<file path="config.mk">
export PLATFORM = sky130hd
export DESIGN_NAME = bridge_uart_rx
export DESIGN_NICKNAME = d
export VERILOG_FILES = /design/src/rtl/bridge_uart_rx.sv
export SDC_FILE = /design/constraint.sdc
export NUM_CORES = 1
export LEC_CHECK = 0
export ABC_AREA = 1
export BUFFER_PORTS_ARGS = -buffer_cell sky130_fd_sc_hd__buf_4
export CORE_MARGIN = 5
export CORE_UTILIZATION = 40
export DETAILED_ROUTE_END_ITERATION = 8
export SLEW_MARGIN = 10
export SYNTH_ARGS = -nofsm -noshare
export SYNTH_HDL_FRONTEND = slang
export SYNTH_SLANG_ARGS = --single-unit
</file>
<file path="constraint.sdc">
create_clock -name clk -period 2.3 [get_ports clk]
set_clock_uncertainty 0.2 [all_clocks]
set_input_delay 0.115 -clock clk [delete_from_list [all_inputs] [get_ports clk]]
set_output_delay 0.115 -clock clk [all_outputs]
set_load 0.05 [all_outputs]
</file>
<file path="src/rtl/bridge_uart_rx.sv">
// 8N1 UART receiver for the bus-bridge RX pin: two-flop synchronizer, mid-bit sampling FSM,
// and a one-entry holding register that reports framing errors and overruns.
module bridge_uart_rx #(
    parameter int CLOCKS_PER_PULSE = 5208,
    parameter int DATA_WIDTH       = 8
) (
    input  logic                  clk,
    input  logic                  rstn,
    input  logic                  rx,
    output logic [DATA_WIDTH-1:0] data_out,
    output logic                  data_valid,
    input  logic                  data_ready,
    output logic                  busy,
    output logic                  frame_err,
    output logic                  overrun,
    output logic [2:0]            state_dbg
);
    localparam int HALF = CLOCKS_PER_PULSE / 2;
    localparam int CW   = $clog2(CLOCKS_PER_PULSE);
    localparam int IW   = $clog2(DATA_WIDTH + 1);

    localparam logic [CW-1:0] CNT_HALF = CW'(HALF - 1);
    localparam logic [CW-1:0] CNT_FULL = CW'(CLOCKS_PER_PULSE - 1);
    localparam logic [IW-1:0] IDX_LAST = IW'(DATA_WIDTH - 1);

    localparam logic [2:0] S_WAIT_IDLE = 3'd0;
    localparam logic [2:0] S_IDLE      = 3'd1;
    localparam logic [2:0] S_START     = 3'd2;
    localparam logic [2:0] S_DATA      = 3'd3;
    localparam logic [2:0] S_STOP      = 3'd4;

    logic                  rx_meta_q, rx_s_q;
    logic [2:0]            state_q, state_d;
    logic [CW-1:0]         cnt_q, cnt_d;
    logic [IW-1:0]         idx_q, idx_d;
    logic [DATA_WIDTH-1:0] shift_q, shift_d;
    logic [DATA_WIDTH-1:0] data_out_q, data_out_d;
    logic                  data_valid_q, data_valid_d;
    logic                  frame_err_q, frame_err_d;
    logic                  overrun_q, overrun_d;
    logic                  deliver;

    // Handshake: a byte transfers when data_valid && data_ready at a clk edge; data_valid
    // holds until then, data_out is stable while it is high, data_ready is ignored otherwise.
    always_comb begin
        state_d      = state_q;
        cnt_d        = cnt_q;
        idx_d        = idx_q;
        shift_d      = shift_q;
        data_out_d   = data_out_q;
        data_valid_d = data_valid_q;
        frame_err_d  = 1'b0;
        overrun_d    = 1'b0;
        deliver      = 1'b0;

        case (state_q)
            S_WAIT_IDLE: begin
                if (rx_s_q) state_d = S_IDLE;
            end
            S_IDLE: begin
                if (!rx_s_q) state_d = S_START;
            end
            S_START: begin
                if (cnt_q == CNT_HALF) begin
                    idx_d   = '0;
                    state_d = rx_s_q ? S_IDLE : S_DATA;
                end else begin
                    cnt_d = cnt_q + 1'b1;
                end
            end
            S_DATA: begin
                if (cnt_q == CNT_FULL) begin
                    shift_d = {rx_s_q, shift_q[DATA_WIDTH-1:1]};
                    cnt_d   = '0;
                    idx_d   = idx_q + 1'b1;
                    if (idx_q == IDX_LAST) state_d = S_STOP;
                end else begin
                    cnt_d = cnt_q + 1'b1;
                end
            end
            S_STOP: begin
                if (cnt_q == CNT_FULL) begin
                    if (rx_s_q) begin
                        deliver = 1'b1;
                        state_d = S_IDLE;
                    end else begin
                        frame_err_d = 1'b1;
                        state_d     = S_WAIT_IDLE;
                    end
                end else begin
                    cnt_d = cnt_q + 1'b1;
                end
            end
            default: state_d = S_WAIT_IDLE;
        endcase

        if (state_d != state_q) cnt_d = '0;

        // A same-cycle accept frees the holding register, so the new byte replaces the old.
        if (deliver) begin
            if (!data_valid_q || data_ready) begin
                data_out_d   = shift_q;
                data_valid_d = 1'b1;
            end else begin
                overrun_d = 1'b1;
            end
        end else if (data_valid_q && data_ready) begin
            data_valid_d = 1'b0;
        end
    end

    always_ff @(posedge clk or negedge rstn) begin
        if (!rstn) begin
            rx_meta_q    <= 1'b0;
            rx_s_q       <= 1'b0;
            state_q      <= S_WAIT_IDLE;
            cnt_q        <= '0;
            idx_q        <= '0;
            shift_q      <= '0;
            data_out_q   <= '0;
            data_valid_q <= 1'b0;
            frame_err_q  <= 1'b0;
            overrun_q    <= 1'b0;
        end else begin
            rx_meta_q    <= rx;
            rx_s_q       <= rx_meta_q;
            state_q      <= state_d;
            cnt_q        <= cnt_d;
            idx_q        <= idx_d;
            shift_q      <= shift_d;
            data_out_q   <= data_out_d;
            data_valid_q <= data_valid_d;
            frame_err_q  <= frame_err_d;
            overrun_q    <= overrun_d;
        end
    end

    assign data_out   = data_out_q;
    assign data_valid = data_valid_q;
    assign frame_err  = frame_err_q;
    assign overrun    = overrun_q;
    assign busy       = (state_q == S_START) || (state_q == S_DATA) || (state_q == S_STOP);
    assign state_dbg  = state_q;

endmodule
</file>
After elaboration in Yosys (flattened, before gate mapping)
Cells that the tools add are included.
Cells by class
  reduce and logical (&&, ||, !) cells: 14
  $add $sub $neg: 2
  equal/unequal tests: 13
  $mul: 0
  magnitude comparators: 0
  shifts and indexed selects: 0
  mux-type cells: 28
  div/mod/pow operators: 0
  bitwise gates (word level): 0
Operator list (number)
  $mux W13: 4
  $pmux W13 S3: 1
  $mux W3: 6
  $pmux W3 S5: 1
  $add A13 B1 Y13 const B: 1
  $eq A13 B12 Y1 const B: 1
  $eq A13 B13 Y1 const B: 1
  $mux W1: 12
  $mux W4: 2
  $pmux W4 S2: 1
  $eq A3 B2 Y1 const B: 2
  $ne A3 B3 Y1 const B: 2
  $reduce_and A2 Y1: 3
  $reduce_and A3 Y1: 2
  $add A4 B1 Y4 const B: 1
  $eq A4 B3 Y1 const B: 1
  $ne A2 B2 Y1 const B: 2
  $reduce_bool A2 Y1: 2
  $reduce_bool A4 Y1: 1
  $eq A3 B1 Y1 const B: 1
  $eq A3 B3 Y1 const B: 1
  $logic_not A3 Y1: 1
  $logic_or A1 B1 Y1: 3
  $ne A3 B3 Y1: 1
  4 further kinds: 4
Word-level totals
  memory bits (read-only): 0
  memory bits (writable): 0
  latch bits: 0
  register bits after elaboration: 41
  logic and storage cells: 67
  memories: 0

Depth between registers and ports, before layout
  word-level depth: 7
  mapped depth: 15
  mapped depth without buffers: 13

Worst setup path after synthesis
OpenSTA, ideal clock, no wires.
  kind: reg-to-reg
  start: register state_q[0] (netlist: state_dbg[0])
  end: register cnt_q[10]
  path slack: -0.331 ns
  data arrival time: 2.307 ns
  clock period less this slack: 2.631 ns
  path buffers: 1
  stages on the path, launching flop included: 8
  path through: dfrtp_1 > inv_1 > nand2_1 > o21ai_1 > nand3_4 > buf_6 > a21oi_1 > nor2_4
Between the ends
  cells in the longest elaborated chain, start to end: 6
  elaborated cells on any way between the ends: 19
  classes of those cells: 7 x eq/ne; 9 x mux; 3 x reduce/logical
RTL lines
  start: declaration: RTL line 33  | logic [2:0] state_q, state_d;
  start signal: assignment: RTL line 127  | state_q <= state_d;
  $mux W3: RTL line 76  | if (idx_q == IDX_LAST) state_d = S_STOP;
  $mux W3: RTL line 72  | if (cnt_q == CNT_FULL) begin
  $pmux W3 S5: RTL line 56  | case (state_q)
  $ne A3 B3 Y1: RTL line 97  | if (state_d != state_q) cnt_d = '0;
  $ne A3 B3 Y1 (no line) / $reduce_bool A4 Y1 (equally long branches)
  $reduce_and A3 Y1 (no line)
  end signal: assignment: RTL line 128  | cnt_q <= cnt_d;
  end: declaration: RTL line 34  | logic [CW-1:0] cnt_q, cnt_d;
Parallel ways exist; a longest one is shown, timed or not.
A chain may end at the register's enable or synchronous reset.

Worst setup path in the final report
  start: register cnt_q[0]
  end: register cnt_q[8]
Between the ends
  cells in the longest elaborated chain, start to end: 6
  elaborated cells on any way between the ends: 17
  classes of those cells: 1 x add/sub; 5 x eq/ne; 9 x mux; 2 x reduce/logical
RTL lines (RTL line)
  $eq A13 B13 Y1 / $eq A13 B12 Y1 (equally long branches): 72, 82, 64
  $mux W3 (on tied branches): 82, 64, 72
  $pmux W3 S5: 56
  $ne A3 B3 Y1: 97
  $ne A3 B3 Y1 (no line) / $reduce_bool A4 Y1 (equally long branches)
  $reduce_and A3 Y1 (no line)
Parallel ways exist; a longest one is shown, timed or not. The select of a mux whose other input is x is not followed.

==> metrics.cfg <==
[critical_path]
cpPeakStageDelay_ns = 0.44
cp-end-kind = register
criticalPathCategory = register to register
path_cells = ha_1, nand2_2, inv_2, nand2_2, nor2_8, nand3_2, nand3_2, o21ai_0, nand2_1, inv_1, nor2_4
crit_slowest_cell = dfrtp_1
critPathTopFamily = simple AND/OR/NAND/NOR gates
cp-start-kind = register
required_ns = 2.28
critical_path.max_fanout = 12
crit_arrival_ns = 2.13
worst-path-buf-inv = 2

[global_routing]
overflow = 0
grt_pass1_vias = 1785
antenna_found_initial = 0
grt_pass1_wl_um = 8330
grt_max_degree = 42
grt.total_usage_pct = 13.8

[placed_design]
post-place-cells = 365
dpl.hpwl_um = 3400
dpl_cell_area_sq_um = 2510
place_congestion = 0.898
dp_slack_ns = 0.112
port_buffers = 18

[synthesis]
synth_edf_count = 0
synth.largest_area_cell = dfrtp_1
async_flop_share_pct = 100
synth_common_cells = nand2_1, dfrtp_1, inv_1
synth.most_common_cell = nand2_1
yosys_register_bits = 41
yosysSeqAreaShare_pct = 43.9
yosys_warnings = 0
synth-xor-area-share_pct = 1.50
synth_top_family_by_area = simple AND/OR/NAND/NOR gates
synthSimpleGateAreaFrac_pct = 35.8
synth.area.top_cells = dfrtp_1, nand2_1, nor2_4, inv_1, nor2_1
ys_types = 33
avgSynthCellArea_sq_um = 8.32
synth_area_sq_um = 2340
synth_top_cell_area_share_pct = 43.9
synth_cells = 281
synth_flop_cell = dfrtp_1
synth_compound_area_share_pct = 8.62
synth-adder-area-share_pct = 1.07
syn_nets = 287
synthMuxAreaShare_pct = 0.428

[floorplan]
initial_core_util_pct = 41.7
rows = 27
die_w_um = 86.4
die-area_sq_um = 7470
ios = 19
core_sq_um = 5610
die_y_um = 86.4

[finish]
syn2layout_area_growth_pct = 13.9
finalInstanceArea_sq_um = 2660
nNetsFinal = 309
diodes = 0
fin_cells = 376
drive_gt1_share_pct = 22.4

[timing]
setup_tns_ns = 0
timing.fmax_mhz = 465
worst_pin_slew_ns = 0.509
finalHoldViolCount = 0
period_share_pct = 93.4
rsz0062_at_grt = yes
setup-violations-final = 0
fin_crit_ns = 2.15
drv_slew = 0
slew_headroom_pct = 66.1
timing.final.ws_setup_ns = 0.151

[clocking]
cts.sinks = 41
cts_tree = done
clkTransAtPathRegs_ns = 0.08
worstSkewPairLatency_ns = 0.29
clockBufferDepth = 2
postCtsSetupBuffers = 0
h-tree-depth = 2
cts_buffers = 5
cts.root.buffer_cell = clkbuf_8

[route]
wire_per_inst_um = 12.7
wirelength_um = 4760
via_per_inst = 4.86
drt_iter0_markers = 59
remaining_drc_errors = 0
drtAntennaViolNets = 0
num_vias = 1827
drtPass1Iterations = 4

[pwr]
pwr_density_cell_nw_per_um2 = 765
ir_worst_vdd_uv = 761
p_leak_nw = 1.22

[job]
cap_viol_max_count = 0

[worst_hold_path]
hp-class = primary input to register

[outcome]
status = complete, no violations

registers in the layout, indices dropped and copies added (netlist names), 3 cells and up:
name,flops
shift_q,8
idx_q,4
data_out,8
cnt_q,13
state_dbg,3
cells in the final DEF, fill, tap and decap left out, drive strengths merged, types with 6 or more instances in the layout:
cell type,instances
a21oi,9
dfrtp,41
nor2,44
nand3,24
nand4,10
clkbuf,6
o21ai,26
inv,36
buf,20
nand2,68
worst min-delay path: cells and delay by family:
| family | cells | cell delay (ns) |
|---|---|---|
| and+or+nand+nor | 2 | 0.28 |
| buffers and inverters | 2 | 0.10 |
cell type report:
type	instances	area [sq um]
repair buffers	22	170
multi-input cells	197	1130
clock inverters	2	38.8
fillers	590	2950
well taps	72	90.1
clock buffers	6	72.6
flip-flops and latches	41	1030
inverters	36	135
path summary, 6_finish.rpt:
| kind | start | cells past startpoint | slack, ns | to |
|---|---|---|---|---|
| setup / recovery | cnt_q[0]$_DFFE_PN0P_ | 11 | 0.15 | cnt_q[8]$_DFFE_PN0P_ |
| hold / removal | data_ready | 4 | 0.06 | overrun$_DFF_PN0_ |
| setup reg to reg | cnt_q[0]$_DFFE_PN0P_ | 11 | 0.15 | cnt_q[8]$_DFFE_PN0P_ |
| hold reg to reg | rx_meta_q$_DFF_PN0_ | 0 | 0.16 | rx_s_q$_DFF_PN0_ |
| max in group asynchronous | rstn | 2 | 1.40 | cnt_q[9]$_DFFE_PN0P_ |
| min in group asynchronous | rstn | 2 | 0.14 | cnt_q[0]$_DFFE_PN0P_ |
routing by layer:
layer  up-vias  track usage, %  routed length [um]
li1        947               -                   -
met1       833            19.4                2320
met2        37            21.0                2100
met3        10            3.04                 247
met4         0            4.82                  84
met5         -               0                   0
metrics by stage:
stage / total power, mW / hold WS, ns / utilization (%)
after floorplan: 1.39 / -0.381 / -
after global routing: 2.17 / 0.0720 / 47.5
after CTS: 2.03 / 0.0426 / 47.1
after global placement: 1.44 / -0.0693 / 44.8
final: 2.04 / 0.0577 / 47.5
after detailed placement: 1.44 / -0.0706 / 44.8
cells by family after synthesis:
group / after synthesis
XOR/XNOR: 4
flip-flops: 41
adder cells (fa/ha/maj): 2
AO/OA/AOI/OAI: 38
multiplexers: 1
AND/OR/NAND/NOR: 151
buffers and inverters: 44
timing repair:
action                     in CTS  in global routing
hold endpoints to repair       42                  0
gates resized for setup         0                  1
setup endpoints to repair       0                 11
hold buffers                    2                  0
power by group:
| part | total [mW] | internal, mW | switching [mW] |
|---|---|---|---|
| clock | 0.574 | 0.326 | 0.248 |
| combinational | 0.659 | 0.161 | 0.498 |
| sequential | 0.805 | 0.757 | 0.0473 |
Note: power is estimated with default switching activity, not from simulation.
